**src/rtl/pmp_pkg.sv**
```systemverilog
// Shared PMP region programmer types and CSR constants.
// TOR support throughout the block is enabled by defining PMP_TOR_EN.
package pmp_pkg;

    typedef enum logic [1:0] {
        OFF   = 2'd0,
        TOR   = 2'd1,
        NA4   = 2'd2,
        NAPOT = 2'd3
    } pmp_a_e;

    typedef enum logic [1:0] {
        OK     = 2'd0,
        ALIGN  = 2'd1,
        LOCKED = 2'd2,
        RANGE  = 2'd3
    } pmp_err_e;

    localparam logic [11:0] PMPCFG_BASE  = 12'h3A0;
    localparam logic [11:0] PMPADDR_BASE = 12'h3B0;

    localparam int CFG_R    = 0;
    localparam int CFG_W    = 1;
    localparam int CFG_X    = 2;
    localparam int CFG_A_LO = 3;
    localparam int CFG_A_HI = 4;
    localparam int CFG_L    = 7;

    function automatic logic [7:0] cfg_byte(
        input logic       l,
        input pmp_a_e     a,
        input logic [2:0] perm
    );
        logic [7:0] b;
        b                   = '0;
        b[CFG_R]            = perm[0];
        b[CFG_W]            = perm[1];
        b[CFG_X]            = perm[2];
        b[CFG_A_HI:CFG_A_LO] = a;
        b[CFG_L]            = l;
        return b;
    endfunction

endpackage

```
**src/rtl/pmp_region_encode.sv**
```systemverilog
// Combinational region classifier, error checker and pmpaddr encoder.
// TOR classification exists only when PMP_TOR_EN is defined.
module pmp_region_encode
    import pmp_pkg::*;
#(
    parameter int NUM_ENTRIES = 16,
    localparam int EW = $clog2(NUM_ENTRIES)
) (
    input  logic [EW-1:0] i_entry,
    input  logic [31:0]   i_base,
    input  logic [31:0]   i_size,
    input  logic          i_cur_lock,
    input  logic          i_prev_lock,
    input  pmp_a_e        i_prev_a,
    output pmp_a_e        o_mode,
    output pmp_err_e      o_err,
    output logic [31:0]   o_prev_addr,
    output logic [31:0]   o_addr
);

`ifdef PMP_TOR_EN
    localparam bit TOR_EN = 1'b1;
`else
    localparam bit TOR_EN = 1'b0;
`endif

    logic        w_na4;
    logic        w_pow2;
    logic        w_napot;
    logic        w_tor;
    logic        w_first;
    logic        w_ovf;
    logic [32:0] w_sum;
    logic [31:0] w_mask;

    assign w_mask  = i_size - 32'd1;
    assign w_na4   = (i_size == 32'd4) && (i_base[1:0] == 2'b00);
    assign w_pow2  = (i_size != '0) && ((i_size & w_mask) == '0);
    assign w_napot = w_pow2 && (i_size >= 32'd8)
                     && ((i_base & w_mask) == '0);
    assign w_tor   = TOR_EN && (i_size != '0)
                     && (i_base[1:0] == 2'b00)
                     && (i_size[1:0] == 2'b00)
                     && !w_na4 && !w_napot;

    // Region may end exactly at 2^32 but not beyond it.
    assign w_sum   = {1'b0, i_base} + {1'b0, i_size};
    assign w_ovf   = w_sum > 33'h1_0000_0000;
    assign w_first = (i_entry == '0);

    always_comb begin
        o_mode = OFF;
        if (w_na4) begin
            o_mode = NA4;
        end else if (w_napot) begin
            o_mode = NAPOT;
        end else if (w_tor) begin
            o_mode = TOR;
        end
    end

    always_comb begin
        o_err = OK;
        if (i_cur_lock || (w_tor && !w_first && i_prev_lock)) begin
            o_err = LOCKED;
        end else if ((i_size == '0) || !(w_na4 || w_napot || w_tor)) begin
            o_err = ALIGN;
        end else if (w_tor && (w_first || w_ovf || (i_prev_a != OFF))) begin
            o_err = RANGE;
        end
    end

    assign o_prev_addr = {2'b00, i_base[31:2]};

    always_comb begin
        o_addr = '0;
        unique case (o_mode)
            NA4:     o_addr = {2'b00, i_base[31:2]};
            NAPOT:   o_addr = {2'b00, i_base[31:2]} | ((i_size >> 3) - 32'd1);
            TOR:     o_addr = {1'b0, w_sum[32:2]};
            default: o_addr = '0;
        endcase
    end

endmodule

```
**src/rtl/pmp_region_programmer.sv**
```systemverilog
// Programs one PMP entry through CSR writes and keeps a cfg shadow.
// Define PMP_TOR_EN to enable TOR regions and the WR_BASE state.
module pmp_region_programmer
    import pmp_pkg::*;
#(
    parameter int NUM_ENTRIES = 16,
    localparam int EW = $clog2(NUM_ENTRIES)
) (
    input  logic          clk,
    input  logic          rst_n,
    input  logic          req_valid,
    output logic          req_ready,
    input  logic [EW-1:0] req_entry,
    input  logic [31:0]   req_base,
    input  logic [31:0]   req_size,
    input  logic [2:0]    req_perm,
    input  logic          req_lock,
    output logic          rsp_valid,
    output logic [1:0]    rsp_err,
    output logic          csr_we,
    output logic [11:0]   csr_addr,
    output logic [31:0]   csr_wdata,
    input  logic          csr_ack
);

    typedef enum logic [2:0] {
        IDLE,
        CHECK,
        WR_BASE,
        WR_ADDR,
        WR_CFG,
        RESP
    } state_e;

    state_e      r_state;
    state_e      w_next;

    logic [EW-1:0] r_entry;
    logic [31:0]   r_base;
    logic [31:0]   r_size;
    logic [2:0]    r_perm;
    logic          r_lock;
    pmp_a_e        r_mode;
    pmp_err_e      r_err;
    logic [7:0]    r_shadow [NUM_ENTRIES];

    logic [EW-1:0] w_prev;
    pmp_a_e        w_mode;
    pmp_err_e      w_err;
    logic [31:0]   w_prev_addr;
    logic [31:0]   w_addr;
    logic [7:0]    w_new_byte;
    logic [31:0]   w_cfg_word;
    logic          w_accept;

    assign req_ready = rst_n && (r_state == IDLE);
    assign w_accept  = req_valid && req_ready;
    assign w_prev    = r_entry - EW'(1);

    pmp_region_encode #(
        .NUM_ENTRIES (NUM_ENTRIES)
    ) u_encode (
        .i_entry     (r_entry),
        .i_base      (r_base),
        .i_size      (r_size),
        .i_cur_lock  (r_shadow[r_entry][CFG_L]),
        .i_prev_lock (r_shadow[w_prev][CFG_L]),
        .i_prev_a    (pmp_a_e'(r_shadow[w_prev][CFG_A_HI:CFG_A_LO])),
        .o_mode      (w_mode),
        .o_err       (w_err),
        .o_prev_addr (w_prev_addr),
        .o_addr      (w_addr)
    );

    assign w_new_byte = cfg_byte(r_lock, r_mode, r_perm);

    // Merge the new byte into the other three shadow bytes of its word.
    always_comb begin
        w_cfg_word = '0;
        for (int b = 0; b < 4; b++) begin
            if (2'(b) == r_entry[1:0]) begin
                w_cfg_word[8*b +: 8] = w_new_byte;
            end else begin
                w_cfg_word[8*b +: 8] = r_shadow[{r_entry[EW-1:2], 2'(b)}];
            end
        end
    end

    always_ff @(posedge clk or negedge rst_n) begin
        if (!rst_n) begin
            r_state <= IDLE;
            r_entry <= '0;
            r_base  <= '0;
            r_size  <= '0;
            r_perm  <= '0;
            r_lock  <= 1'b0;
            r_mode  <= OFF;
            r_err   <= OK;
            for (int k = 0; k < NUM_ENTRIES; k++) begin
                r_shadow[k] <= '0;
            end
        end else begin
            r_state <= w_next;
            if (w_accept) begin
                r_entry <= req_entry;
                r_base  <= req_base;
                r_size  <= req_size;
                r_perm  <= req_perm;
                r_lock  <= req_lock;
            end
            // Verdict is frozen here; the shadow may change before RESP.
            if (r_state == CHECK) begin
                r_mode <= w_mode;
                r_err  <= w_err;
            end
            if ((r_state == WR_CFG) && csr_ack) begin
                r_shadow[r_entry] <= w_new_byte;
            end
        end
    end

    always_comb begin
        w_next    = r_state;
        csr_we    = 1'b0;
        csr_addr  = '0;
        csr_wdata = '0;
        rsp_valid = 1'b0;
        unique case (r_state)
            IDLE: begin
                if (w_accept) begin
                    w_next = CHECK;
                end
            end
            CHECK: begin
                if (w_err != OK) begin
                    w_next = RESP;
                end else begin
                    w_next = WR_ADDR;
`ifdef PMP_TOR_EN
                    if (w_mode == TOR) begin
                        w_next = WR_BASE;
                    end
`endif
                end
            end
            WR_BASE: begin
                csr_we    = 1'b1;
                csr_addr  = PMPADDR_BASE + 12'(w_prev);
                csr_wdata = w_prev_addr;
                if (csr_ack) begin
                    w_next = WR_ADDR;
                end
            end
            WR_ADDR: begin
                csr_we    = 1'b1;
                csr_addr  = PMPADDR_BASE + 12'(r_entry);
                csr_wdata = w_addr;
                if (csr_ack) begin
                    w_next = WR_CFG;
                end
            end
            WR_CFG: begin
                csr_we    = 1'b1;
                csr_addr  = PMPCFG_BASE + 12'(r_entry >> 2);
                csr_wdata = w_cfg_word;
                if (csr_ack) begin
                    w_next = RESP;
                end
            end
            RESP: begin
                rsp_valid = 1'b1;
                w_next    = IDLE;
            end
            default: begin
                w_next = IDLE;
            end
        endcase
    end

    assign rsp_err = (r_state == RESP) ? r_err : OK;

endmodule

```
**config.mk**
```make
export PLATFORM = sky130hd
export DESIGN_NAME = pmp_region_programmer
export DESIGN_NICKNAME = d
export VERILOG_FILES = /design/src/rtl/pmp_pkg.sv /design/src/rtl/pmp_region_encode.sv /design/src/rtl/pmp_region_programmer.sv
export SDC_FILE = /design/constraint.sdc
export NUM_CORES = 1
export LEC_CHECK = 0
export CORE_ASPECT_RATIO = 1.25
export CORE_MARGIN = 5
export CORE_UTILIZATION = 45
export DETAILED_ROUTE_END_ITERATION = 8
export GPL_TIMING_DRIVEN = 0
export PLACE_DENSITY = 0.65
export SYNTH_ARGS = -nofsm -noshare
export SYNTH_HDL_FRONTEND = slang
export SYNTH_SLANG_ARGS = --single-unit
```
**constraint.sdc**
```tcl
create_clock -name clk -period 14 [get_ports clk]
set_clock_uncertainty 0.2 [all_clocks]
set_input_delay 2.8 -clock clk [delete_from_list [all_inputs] [get_ports clk]]
set_output_delay 2.8 -clock clk [all_outputs]
set_load 0.05 [all_outputs]
```
==> reports/qor.yml <==
hold_path:
  hold_depth: 2
  hold_start: "r_err[1]"
  hold_class: "flop to flop"
  hold_end: "r_err[1]"
synthesis:
  synth.avg_cell_area_sq_um: 12.2
  synth_edf_count: 0
  yosys_warnings: 0
  synth_top_area_cell: "dfrtp_1"
  synthMostInstantiatedCell: "dfrtp_1"
  yosysSeqAreaShare: 0.444
  syn_inst: 809
  ys.flop_type: "dfrtp_1"
  synth_top_area_share: 0.444
  async_flop_share: 1.00
  ys_ff_latch: 175
  synth_common_cells: "dfrtp_1, mux2_2, nor2_1"
  synth_cell_types: 61
  synth_area_sq_mm: 0.00986
  ys_top_cells_by_area: "dfrtp_1, mux2_2, mux4_2, ha_1, mux2i_1"
power:
  cellInternalPower_mw: 1.46
  netSwitchingPower_mw: 1.01
  combPwrFrac: 0.441
  switching_share: 0.408
  p_clk_frac: 0.200
  max-vdd-ir-drop_uv: 111
  p_seq_frac: 0.359
  leakagePower_nw: 5.21
  p_per_area_mw_per_mm2: 205
layout:
  final_util: 0.560
  multi_input_area_sq_mm: 0.00510
  seqCellArea_sq_mm: 0.00438
  fill_cells: 1875
  drive_gt1_frac: 0.279
  finish.instance_area_sq_mm: 0.0121
  diodes: 0
  area_delta_synth_final_pct: 22.4
  finalNonFillerCells: 1244
  fin_nets: 1065
floorplanning:
  row_count: 60
  start_util: 0.457
  die_x_microns: 142
  dieHeight_microns: 175
  core_area_sq_mm: 0.0215
  ios: 125
  dieArea_sq_mm: 0.0250
global_route:
  grt_pass1_wl_microns: 44000
  antenna_found_initial: 0
  grt_max_degree: 122
  grt_usage: 0.234
  grt_overflow_total: 0
  grt_pass1_vias: 7621
drt:
  dr.pass1.iters: 5
  ant_nets: 0
  viasPerCell: 5.73
  wire_per_inst_microns: 22.7
  dr.first_iter.drc_count: 530
  wl_microns: 28300
  drt_drc_violations_left: 0
  vias: 7128
clock_tree:
  clkSlewWorstSetupHoldPaths_ns: 0.07
  cts_resized: 0
  tritoncts: "yes"
  hold_buffers: 0
  postCtsSetupBuffers: 0
  clock_path_buffers: 2
  numCtsBuffers: 17
  cts.sinks: 175
  clock_latency_ns: 0.43
  htreeDepth: 4
  clock-root-buffer: "clkbuf_16"
sta:
  rsz0062_at_grt: "no"
  worst_slew_pin_slew_ns: 1.24
  maxSlewViolCount: 0
  fmax_mhz: 108
  setup_violations: 0
  setup_tns_ns: 0
  hold_violations: 0
  fin_crit_sh: 0.663
  min_period_ns: 9.28
  relSlewSlack: 0.167
place:
  place.gp.congestion: 0.911
  dp_hpwl_microns: 21300
  portBuffers: 120
  placed_cells: 1212
  place_area_sq_mm: 0.0114
run_status:
  status: "completed"
setup_path:
  r2r_end: "r_err[0]"
  worstRegToRegCells: 13
  cp.required_ns: 11.00
  start_kind: "flop"
  end_kind: "output pin"
  crit_type: "flop to output pin"
  crit_path_max_fanout: 8
  arrival_ns: 6.28
  r2r_slack_ns: 9.26
  r2r-start: "r_size[3]"
run:
  max_cap_violations: 0
metal layers:
metal / GRT usage / part of all wire / wire length (microns) / vias up
li1: - / - / - / 3224
met1: 0.278 / 0.39 / 11100 / 3626
met2: 0.408 / 0.52 / 14700 / 211
met3: 0.0398 / 0.041 / 1150 / 67
met4: 0.112 / 0.047 / 1330 / 0
met5: 0 / 0 / 0 / -
critical path, cell delays in order (launching register included):
cell	delay, ns
dfrtp_1	0.46
inv_1	0.13
ha_1	0.22
nor3b_2	0.41
nand3_1	0.45
nor4_2	0.71
nand3_1	0.24
ha_1	0.39
o22ai_1	0.06
or4_2	0.73
nor4_1	0.93
a21oi_1	0.14
nor2_1	0.15
clkdlybuf4s50_1	0.82
cell families after synthesis:
kind of cell | synth area share
AND/OR/NAND/NOR | 0.111
flip-flops | 0.444
XOR/XNOR | 0.0258
adder cells (fa/ha/maj) | 0.0470
buffers and inverters | 0.0388
multiplexers | 0.284
other | 0.000380
AO/OA/AOI/OAI | 0.0493
state kept, by name (all words and copies together) (netlist names), 2 cells and up:
name and flops:
r_mode 2, r_base 32, r_err 2, r_shadow 96, r_entry 4, r_state 3, r_size 32, r_perm 3
per-stage QoR:
step / setup slack (ns) / power (mW) / hold WS [ns]
2_1_floorplan: 6.48 / 1.59 / 0.239
3_3_place_gp: 0.0944 / 1.96 / 0.266
3_5_place_dp: 5.24 / 1.97 / 0.257
4_1_cts: 4.73 / 2.48 / 0.280
5_1_grt: 4.34 / 2.62 / 0.321
6_report: 4.72 / 2.47 / 0.278
power groups by stage:
stage / logic [mW] / clock network [mW] / registers, mW
finish: 1.09 / 0.494 / 0.886
global route: 1.18 / 0.527 / 0.909
CTS: 1.09 / 0.505 / 0.883
detailed placement: 1.08 / 0 / 0.890
global placement: 1.08 / 0 / 0.886
floorplan: 0.782 / 0 / 0.811
final cells by class:
class,instances,area share
inverters,29,0.00903
clock inverters,11,0.0116
multi-input cells,557,0.423
repair buffers,121,0.102
plain buffers,51,0.0227
clock buffers,21,0.0390
flip-flops and latches,175,0.363
well taps,279,0.0289
cells in the final DEF, fill, tap and decap left out, types with 3 or more instances in the layout:
cell / n
nor2_1: 57
nand4_1: 4
buf_1: 5
clkdlybuf4s50_1: 119
nor2b_1: 14
buf_6: 3
o21ai_0: 4
nor3_1: 11
xnor2_1: 16
clkbuf_16: 17
a221o_1: 11
mux2_2: 169
buf_4: 7
o22ai_1: 13
a21oi_1: 17
nand2b_1: 9
conb_1: 4
clkbuf_1: 32
nor4_2: 3
nand2_1: 38
mux2i_1: 24
a2111oi_0: 4
clkbuf_8: 5
ha_1: 37
mux4_2: 29
nor4_1: 13
xor2_1: 13
nand3_1: 22
a221o_2: 3
dfrtp_1: 175
inv_6: 5
inv_1: 28
or3_1: 3
and3_1: 5
worst max-delay path by stage:
| stage | start | to | slack [ns] | depth (start not counted) |
|---|---|---|---|---|
| 4_1_cts | r_size[3] | csr_wdata[21] | 4.73 | 13 |
| 5_1_grt | r_size[3] | csr_wdata[21] | 4.34 | 14 |
| 6_report | r_size[3] | csr_wdata[21] | 4.72 | 13 |
| 3_3_place_gp | rst_n | req_ready | 0.09 | 3 |
| 2_1_floorplan | r_size[3] | csr_wdata[10] | 6.48 | 16 |
| 3_5_place_dp | r_size[3] | csr_wdata[21] | 5.24 | 13 |
(Power assumes the default switching activity.)
